`src/rtl/pwm_monitor_if.sv`:
```
// Signal bundle between a PWM line monitor and whatever drives its time base and reads its results.
// Handshake: valid is a one-cycle strobe with no ready; width/phase/stuck are stable while valid is high and hold until the next strobe.
interface pwm_monitor_if;
  logic [8:0] time_cnt;
  logic       pwm_in;
  logic       en;
  logic [8:0] width_out;
  logic [7:0] phase_out;
  logic       stuck_out;
  logic       valid;
  logic [1:0] state_dbg;

  modport master (
    output time_cnt, pwm_in, en,
    input  width_out, phase_out, stuck_out, valid, state_dbg
  );

  modport slave (
    input  time_cnt, pwm_in, en,
    output width_out, phase_out, stuck_out, valid, state_dbg
  );
endinterface

```
`src/rtl/pwm_monitor.sv`:
```
// Measures the width and centre phase of one PWM line against the shared carrier time counter.
// Also flags lines that stay low (dead) or stay high (stuck) for a whole carrier period.
module pwm_monitor #(
  parameter int CYCLE          = 512,
  parameter bit PHASE_INVERTED = 1'b0
) (
  input logic          clk,
  input logic          rst_n,
  pwm_monitor_if.slave bus
);

  localparam int              TW      = $clog2(CYCLE);
  localparam logic [TW-1:0]   TMO_MAX = TW'(CYCLE - 1);
  localparam logic [9:0]      CYC10   = 10'(CYCLE);

  typedef enum logic [1:0] {
    IDLE      = 2'd0,
    WAIT_RISE = 2'd1,
    WAIT_FALL = 2'd2
  } state_t;

  state_t        state, state_nx;
  logic          pwm_q;
  logic          rise, fall, tmo_hit;
  logic [TW-1:0] tmo;
  logic [8:0]    tr;
  logic [8:0]    width_r;
  logic [7:0]    phase_r;
  logic          stuck_r, valid_r;

  logic          capture, report_meas, report_tmo, tmo_clr, tmo_stuck;
  logic [9:0]    w_sum, p_sum;
  logic [8:0]    w_mod, p_mod;
  logic [7:0]    phase_calc;

  assign rise    = bus.pwm_in & ~pwm_q;
  assign fall    = ~bus.pwm_in & pwm_q;
  assign tmo_hit = (tmo == TMO_MAX);

  always_ff @(posedge clk or negedge rst_n) begin
    if (!rst_n) state <= IDLE;
    else        state <= state_nx;
  end

  // Dropping EN is checked first in every state so an abort always beats an edge or timeout.
  always_comb begin
    state_nx    = state;
    capture     = 1'b0;
    report_meas = 1'b0;
    report_tmo  = 1'b0;
    tmo_clr     = 1'b0;
    tmo_stuck   = 1'b0;
    case (state)
      IDLE: begin
        if (bus.en) begin
          state_nx = WAIT_RISE;
          tmo_clr  = 1'b1;
        end
      end
      WAIT_RISE: begin
        if (!bus.en) begin
          state_nx = IDLE;
        end else if (rise) begin
          capture  = 1'b1;
          tmo_clr  = 1'b1;
          state_nx = WAIT_FALL;
        end else if (tmo_hit) begin
          report_tmo = 1'b1;
          tmo_stuck  = pwm_q;
          tmo_clr    = 1'b1;
        end else if (fall) begin
          tmo_clr = 1'b1;
        end
      end
      WAIT_FALL: begin
        if (!bus.en) begin
          state_nx = IDLE;
        end else if (fall) begin
          report_meas = 1'b1;
          tmo_clr     = 1'b1;
          state_nx    = WAIT_RISE;
        end else if (tmo_hit) begin
          report_tmo = 1'b1;
          tmo_stuck  = 1'b1;
          tmo_clr    = 1'b1;
          state_nx   = WAIT_RISE;
        end
      end
      default: state_nx = IDLE;
    endcase
  end

  // Width and centre are taken modulo the carrier period so pulses spanning the wrap measure correctly.
  always_comb begin
    w_sum = {1'b0, bus.time_cnt} - {1'b0, tr};
    if (bus.time_cnt < tr) w_sum = w_sum + CYC10;
    p_sum = {1'b0, tr} + (w_sum >> 1);
    if (p_sum >= CYC10) p_sum = p_sum - CYC10;
    w_mod = w_sum[8:0];
    p_mod = p_sum[8:0];
    phase_calc = PHASE_INVERTED ? (8'hFF - p_mod[8:1]) : p_mod[8:1];
  end

  always_ff @(posedge clk or negedge rst_n) begin
    if (!rst_n) begin
      pwm_q   <= 1'b0;
      tmo     <= '0;
      tr      <= '0;
      width_r <= '0;
      phase_r <= '0;
      stuck_r <= 1'b0;
      valid_r <= 1'b0;
    end else begin
      pwm_q   <= bus.pwm_in;
      valid_r <= report_meas | report_tmo;
      if (tmo_clr)            tmo <= '0;
      else if (state != IDLE) tmo <= tmo + TW'(1);
      if (capture) tr <= bus.time_cnt;
      if (report_meas) begin
        width_r <= w_mod;
        phase_r <= phase_calc;
        stuck_r <= 1'b0;
      end else if (report_tmo) begin
        width_r <= '0;
        phase_r <= '0;
        stuck_r <= tmo_stuck;
      end
    end
  end

  assign bus.width_out = width_r;
  assign bus.phase_out = phase_r;
  assign bus.stuck_out = stuck_r;
  assign bus.valid     = valid_r;
  assign bus.state_dbg = state;

endmodule

```
`src/flat_wrapper.sv`:
```
// flat-port wrapper written by rule: the top's interface ports become plain ports
module pwm_monitor_flat 
#(
  parameter int CYCLE          = 512,
  parameter bit PHASE_INVERTED = 1'b0
)
  (clk, rst_n, bus_time_cnt, bus_pwm_in, bus_en, bus_width_out, bus_phase_out, bus_stuck_out, bus_valid, bus_state_dbg);
  pwm_monitor_if bus_i ();
  input logic clk;
  input logic rst_n;
  input wire logic [$bits(bus_i.time_cnt)-1:0] bus_time_cnt;
  input wire logic [$bits(bus_i.pwm_in)-1:0] bus_pwm_in;
  input wire logic [$bits(bus_i.en)-1:0] bus_en;
  output wire logic [$bits(bus_i.width_out)-1:0] bus_width_out;
  output wire logic [$bits(bus_i.phase_out)-1:0] bus_phase_out;
  output wire logic [$bits(bus_i.stuck_out)-1:0] bus_stuck_out;
  output wire logic [$bits(bus_i.valid)-1:0] bus_valid;
  output wire logic [$bits(bus_i.state_dbg)-1:0] bus_state_dbg;
  assign bus_i.time_cnt = bus_time_cnt;
  assign bus_i.pwm_in = bus_pwm_in;
  assign bus_i.en = bus_en;
  assign bus_width_out = bus_i.width_out;
  assign bus_phase_out = bus_i.phase_out;
  assign bus_stuck_out = bus_i.stuck_out;
  assign bus_valid = bus_i.valid;
  assign bus_state_dbg = bus_i.state_dbg;
  pwm_monitor #(.CYCLE(CYCLE), .PHASE_INVERTED(PHASE_INVERTED)) u_core (.clk(clk), .rst_n(rst_n), .bus(bus_i));
endmodule
```
`config.mk`:
```
export PLATFORM = sky130hd
export DESIGN_NAME = pwm_monitor_flat
export DESIGN_NICKNAME = d
export VERILOG_FILES = /design/src/rtl/pwm_monitor_if.sv /design/src/rtl/pwm_monitor.sv /design/src/flat_wrapper.sv
export SDC_FILE = /design/constraint.sdc
export NUM_CORES = 1
export LEC_CHECK = 0
export ABC_CLOCK_PERIOD_IN_PS = 3920
export CAP_MARGIN = 20
export CORE_UTILIZATION = 45
export CTS_CLUSTER_DIAMETER = 30
export DETAILED_ROUTE_END_ITERATION = 8
export GPL_ROUTABILITY_DRIVEN = 0
export MAX_ROUTING_LAYER = met4
export PLACE_DENSITY = 0.69
export SLEW_MARGIN = 20
export SYNTH_ARGS = -nofsm -noshare
export SYNTH_HDL_FRONTEND = slang
export SYNTH_SLANG_ARGS = --single-unit
```
`constraint.sdc`:
```
create_clock -name clk -period 3.92 [get_ports clk]
set_clock_uncertainty 0.05 [all_clocks]
set_input_delay 0.588 -clock clk [delete_from_list [all_inputs] [get_ports clk]]
set_output_delay 0.588 -clock clk [all_outputs]
set_load 0.05 [all_outputs]
```
==> results.json, run 1 <==
{
  "outcome": "complete, no violations",
  "grt_max_degree": 41,
  "synth_edf_count": 0,
  "fin_util_pct": 56.5,
  "tightest_slew_ns": 0.926,
  "nFillCells": 476,
  "clk_pin_slew_ns": 0.08,
  "crit_arrival_ns": 3.79,
  "leakagePower_nw": 1.30,
  "whs_ns": 0.357,
  "maxCapViolations": 0,
  "root_buffer": "clkbuf_8",
  "synthTopCellsByCount": "dfrtp_1, nand2_1, ha_1",
  "hpwl_um": 3480,
  "ys.flop_type": "dfrtp_1",
  "synth.top_cell.area_share_pct": 41.7,
  "slowest_stage": "clkdlybuf4s50_1",
  "grt-ovfl-total": 0,
  "yosys_warnings": 0,
  "place.port_buffers": 33,
  "cts_resized": 0,
  "path_delay_family": "compound AO/OA/AOI/OAI gates",
  "reg2reg_setup_slack_ns": 0.57,
  "required_ns": 4.08,
  "detail-route-antenna-nets": 0,
  "power.density_nw_per_um2": 961,
  "cts_tree": "built",
  "clock-sinks": 40,
  "hold_viol_final": 0,
  "synthTopCellsByArea": "dfrtp_1, ha_1, mux2_2, nand2_1, xnor2_1",
  "drc": 0,
  "nets": 313,
  "regArea_um2": 1000,
  "crit_path_start_kind": "input port",
  "synth_nets": 276,
  "maxSlewHeadroom_pct": 38.2,
  "critical-path-max-stage-delay_ns": 0.40,
  "postSynthCellCount": 239,
  "syn_area_um2": 2400,
  "multi_input_area_um2": 1330,
  "clockBufferDepth": 2,
  "min_period_ns": 3.63,
  "io_pins": 34,
  "antenna_cells": 0,
  "syn_area_per_cell_um2": 10.0,
  "chipWidth_um": 75.0,
  "drv_slew": 0,
  "initial_utilization_pct": 47.0,
  "hold_path_class": "input port to async pin",
  "yosysMostFrequentCell": "dfrtp_1",
  "rsz0062_at_grt": "no",
  "drt_iter0_markers": 92,
  "rows": 26,
  "area_growth_pct": 20.4,
  "via_count": 1798,
  "synth-seq-area-share_pct": 41.7,
  "design.core.area_um2": 5110,
  "ys_types": 41,
  "cp_max_fo": 4,
  "synthArstFlopShare_pct": 100,
  "yosys.area.top_type": "dfrtp_1",
  "grt_first_pass_wirelength_um": 7790,
  "cts_buffers": 5,
  "max_freq_mhz": 275,
  "ctsHoldBuffers": 0,
  "path_buf_inv": 3,
  "htreeDepth": 2,
  "die_h_um": 75.0,
  "routed_wl_um": 4610,
  "r2r-start": "u_core.tr[1]",
  "r2r-end": "u_core.bus.phase_out[7]",
  "drive_gt1_share_pct": 8.66,
  "cp-end-kind": "register",
  "ys_seq_elements": 40,
  "reg2reg_depth": 13,
  "die_area_um2": 5630,
  "grt_use_total_pct": 19.4,
  "worstSkewPairLatency_ns": 0.29,
  "drtPass1Iterations": 4,
  "first_global_vias": 1761,
  "ir_drop_uv": 649,
  "via_per_inst": 5.18,
  "wire_per_inst_um": 13.3,
  "finalSetupViolCount": 0,
  "fin_crit_sh_pct": 92.7,
  "antenna_found_initial": 0,
  "path_class": "input port to register",
  "post_cts_buffers": 0,
  "worstPathCellList": "clkdlybuf4s50_1 > inv_1 > ha_1 > inv_1 > fa_1 > a21o_1 > a221oi_2 > xnor2_1 > ha_1 > and3_1 > a221oi_2 > a21oi_1 > xnor2_1 > and3_1 > o31ai_1"
}
[worst max-delay path by stage]
stage,cells after the start,from,endpoint,slack (ns)
after detailed placement,15,bus_time_cnt[0],u_core.bus.phase_out[7],-0.02
after global routing,15,bus_time_cnt[0],u_core.bus.phase_out[7],0.09
after global placement,13,bus_time_cnt[1],u_core.bus.phase_out[7],0.06
after floorplan,14,bus_time_cnt[0],u_core.bus.phase_out[7],0.65
final,15,bus_time_cnt[0],u_core.bus.phase_out[7],0.29
after CTS,15,bus_time_cnt[0],u_core.bus.phase_out[7],0.29
[flip-flops by register name (all words and copies together), names as in the netlist]
signal                cells
u_core.bus.stuck_out      1
u_core.tr                 9
u_core.bus.width_out      9
u_core.tmo                9
u_core.bus.valid          1
u_core.pwm_q              1
u_core.bus.phase_out      8
u_core.bus.state_dbg      2
[layout make-up]
type	count	share of cell area, %
Sequential cell	40	34.7
Tap cell	70	3.03
Inverter	15	1.95
Timing Repair Buffer	33	11.3
Clock buffer	5	2.38
Multi-Input combinational cell	181	45.9
Clock inverter	3	0.823
[placed cells by master, fill, tap and decap left out, drive strengths merged, types with 2 or more instances in the layout]
cell type | synthesis | layout
a21o | 5 | 5
a21oi | 13 | 13
a221oi | 2 | 2
a22o | 8 | 8
and3 | 3 | 3
clkbuf | 1 | 5
clkdlybuf4s50 | 0 | 32
clkinvlp | 0 | 2
dfrtp | 40 | 40
fa | 2 | 2
ha | 22 | 22
inv | 15 | 15
mux2 | 8 | 8
nand2 | 24 | 24
nand2b | 2 | 2
nand3 | 5 | 5
nand4 | 3 | 3
nor2 | 20 | 20
nor2b | 5 | 5
o21a | 4 | 4
o21ai | 17 | 17
o22ai | 2 | 2
o31a | 2 | 2
o31ai | 2 | 2
xnor2 | 10 | 10
xor2 | 9 | 9
[routing by layer]
layer	GRT usage (%)	share of wire (%)
met3	3.61	2.4
met5	-	0
met2	32.1	47
met4	7.55	2.4
met1	23.4	48
[kinds of logic after synthesis]
family	after synthesis	share of synthesized area [%]
AO/OA/AOI/OAI	62	18.0
XOR/XNOR	19	6.94
adder cells (fa/ha/maj)	24	13.1
buffers and inverters	18	3.03
flip-flops	40	41.7
multiplexers	8	3.76
AND/OR/NAND/NOR	68	13.4
[worst reg2reg max path, delay by kind of cell, from the launching register on]
kind / cells / cell delay [ns]
AO/OA/AOI/OAI: 7 / 1.67
XOR/XNOR: 1 / 0.15
adder cells (fa/ha/maj): 2 / 0.60
buffers and inverters: 1 / 0.10
flip-flops: 1 / 0.43
AND/OR/NAND/NOR: 2 / 0.29
[through the flow]
| stage | instances | setup slack, ns | TNS (ns) | total power [mW] | cell area [um^2] |
|---|---|---|---|---|---|
| global placement | 339 | 0.0572 | 0 | 2.48 | 2800 |
| finish | 347 | 0.285 | 0 | 2.78 | 2890 |
| floorplan | 239 | 0.651 | 0 | 2.07 | 2400 |
| global route | 347 | 0.0919 | 0 | 3.01 | 2890 |
| CTS | 347 | 0.289 | 0 | 2.80 | 2890 |
| detailed placement | 339 | -0.0213 | -0.0213 | 2.50 | 2800 |
[where the power goes]
group          switching, mW  internal, mW  total, mW
sequential             0.116         0.561      0.677
combinational           1.05         0.765       1.82
clock                  0.155         0.126      0.281
Note: power is estimated with default switching activity, not from simulation.
==> inputs of run 2 (changes only) <==
- ABC_CLOCK_PERIOD_IN_PS: 3920 -> 3800
- CORE_UTILIZATION: 45 -> 40
- PLACE_DENSITY: 0.69 -> 0.63
- SLEW_MARGIN: 20 -> not set
- clock period: 3.92 -> 3.8 ns (I/O delays scaled with it)
==> results.json, run 2 (synthesis results as in run 1) <==
{
  "area_growth_pct": 23.7,
  "io_pins": 34,
  "via_count": 1854,
  "die_area_um2": 6310,
  "leakagePower_nw": 1.35,
  "critical-path-max-stage-delay_ns": 0.40,
  "clkPwrFrac_pct": 11.9,
  "nets": 320,
  "post_cts_buffers": 0,
  "switching_share_pct": 45.4,
  "fin_crit_sh_pct": 91.9,
  "cp_max_fo": 3,
  "worstSkewPairLatency_ns": 0.29,
  "grt_max_degree": 41,
  "hold_path_class": "input port to async pin",
  "grt_use_total_pct": 17.1,
  "ctsHoldBuffers": 0,
  "comb_power_share_pct": 65.0,
  "reg2reg_setup_slack_ns": 0.53,
  "first_global_vias": 1752,
  "whs_ns": 0.348,
  "drc": 0,
  "worstPathCellList": "clkdlybuf4s50_1 > inv_1 > ha_1 > inv_1 > fa_1 > a21o_1 > a221oi_2 > xnor2_1 > ha_1 > and3_1 > a221oi_2 > a21oi_1 > xnor2_1 > and3_1 > o31ai_1",
  "cts_resized": 0,
  "setup_tns_ns": 0,
  "antenna_cells": 0,
  "ir_drop_uv": 435,
  "drv_slew": 0,
  "drive_gt1_share_pct": 10.9,
  "r2r-start": "u_core.tr[1]",
  "cts_tree": "built",
  "rsz0062_at_grt": "no",
  "r2r-end": "u_core.bus.phase_out[7]",
  "finalSetupViolCount": 0,
  "min_period_ns": 3.49,
  "clockBufferDepth": 2,
  "drt_iter0_markers": 78,
  "mostFrequentLayoutCells": "dfrtp_1, clkdlybuf4s50_1, nand2_1",
  "path_delay_family": "compound AO/OA/AOI/OAI gates",
  "die_h_um": 79.4,
  "place_ws_ns": -0.0340,
  "total_power_mw": 3.03,
  "grt-ovfl-total": 0,
  "maxSlewHeadroom_pct": 39.4,
  "via_per_inst": 5.21,
  "crit_path_start_kind": "input port",
  "antenna_found_initial": 0,
  "wire_per_inst_um": 13.2,
  "max_freq_mhz": 286,
  "worstSetupStartpoint": "bus_time_cnt[0]",
  "final_common_cell": "dfrtp_1",
  "maxCapViolations": 0,
  "cp-end-kind": "register",
  "p_int_mw": 1.66,
  "design.core.area_um2": 5640,
  "reg2reg_depth": 13,
  "nFillCells": 494,
  "detail-route-antenna-nets": 0,
  "hpwl_um": 3520,
  "path_buf_inv": 3,
  "fin_util_pct": 52.6,
  "initial_utilization_pct": 42.5,
  "p_switching_mw": 1.38,
  "routed_wl_um": 4690,
  "setup_slack_ns": 0.309,
  "cts_buffers": 5,
  "hold_viol_final": 0,
  "slowest_stage": "clkdlybuf4s50_1",
  "place.port_buffers": 33,
  "chipWidth_um": 79.4,
  "grt_first_pass_wirelength_um": 8160,
  "path_class": "input port to register",
  "seqPwrFrac_pct": 23.1,
  "tightest_slew_ns": 0.910,
  "outcome": "complete, no violations",
  "clock-sinks": 40,
  "drtPass1Iterations": 4,
  "power.density_nw_per_um2": 1020,
  "clk_pin_slew_ns": 0.08,
  "htreeDepth": 2,
  "rows": 27,
  "required_ns": 3.96,
  "crit_arrival_ns": 3.65,
  "root_buffer": "clkbuf_8"
}
## run 2: worst max path at each step
stage	end	slack, ns	cells past startpoint
final	u_core.bus.phase_out[7]	0.31	15
after global routing	u_core.bus.phase_out[7]	0.06	13
after CTS	u_core.bus.phase_out[7]	0.31	15
after detailed placement	u_core.bus.phase_out[7]	-0.03	15
after global placement	u_core.bus.phase_out[7]	0.01	13
after floorplan	u_core.bus.phase_out[7]	0.55	14
## run 2: per-stage QoR
step                      instances  cell area, um^2
after global placement          348             2850
after CTS                       356             2970
after floorplan                 239             2400
after detailed placement        348             2850
after global routing            356             2970
final                           356             2970
## run 2: power groups by stage
stage / Clock (mW) / Sequential, mW / Combinational, mW
final: 0.361 / 0.702 / 1.97
after global routing: 0.396 / 0.721 / 2.19
after CTS: 0.376 / 0.703 / 1.99
after detailed placement: 0 / 0.710 / 1.97
after global placement: 0 / 0.708 / 1.96
after floorplan: 0 / 0.986 / 1.15
## run 2: cell type report
type / count / area [um^2] / area share, %
Clock buffer: 5 / 68.8 / 2.32
Clock inverter: 3 / 47.5 / 1.60
Inverter: 15 / 56.3 / 1.90
Multi-Input combinational cell: 181 / 1330 / 44.7
Sequential cell: 40 / 1000 / 33.7
Tap cell: 72 / 90.1 / 3.04
Timing Repair Buffer: 40 / 378 / 12.7
## run 2: worst reg2reg max path, cell delays in order (launching register included)
cell and delay (ns):
dfrtp_1 0.43, inv_1 0.11, ha_1 0.27, nor2b_1 0.14, o31a_1 0.27, o31a_1 0.29, a21oi_1 0.20, ha_1 0.31
a21o_1 0.21, a221oi_2 0.30, a21oi_1 0.12, xnor2_1 0.14, and3_1 0.15, o31ai_1 0.18
## run 2: layer usage
metal	GRT usage (%)	vias to the layer above	wire (um)
met3	3.20	2	186
met5	-	-	0
met1	22.4	875	2340
met2	26.4	43	2150
li1	-	934	-
met4	6.00	0	23
==> inputs of run 3 (changes only) <==
- HOLD_SLACK_MARGIN: not set -> 0.05
==> results of run 3 <==
Same layout as run 2: the final DEF is identical, and so are final timing and power.
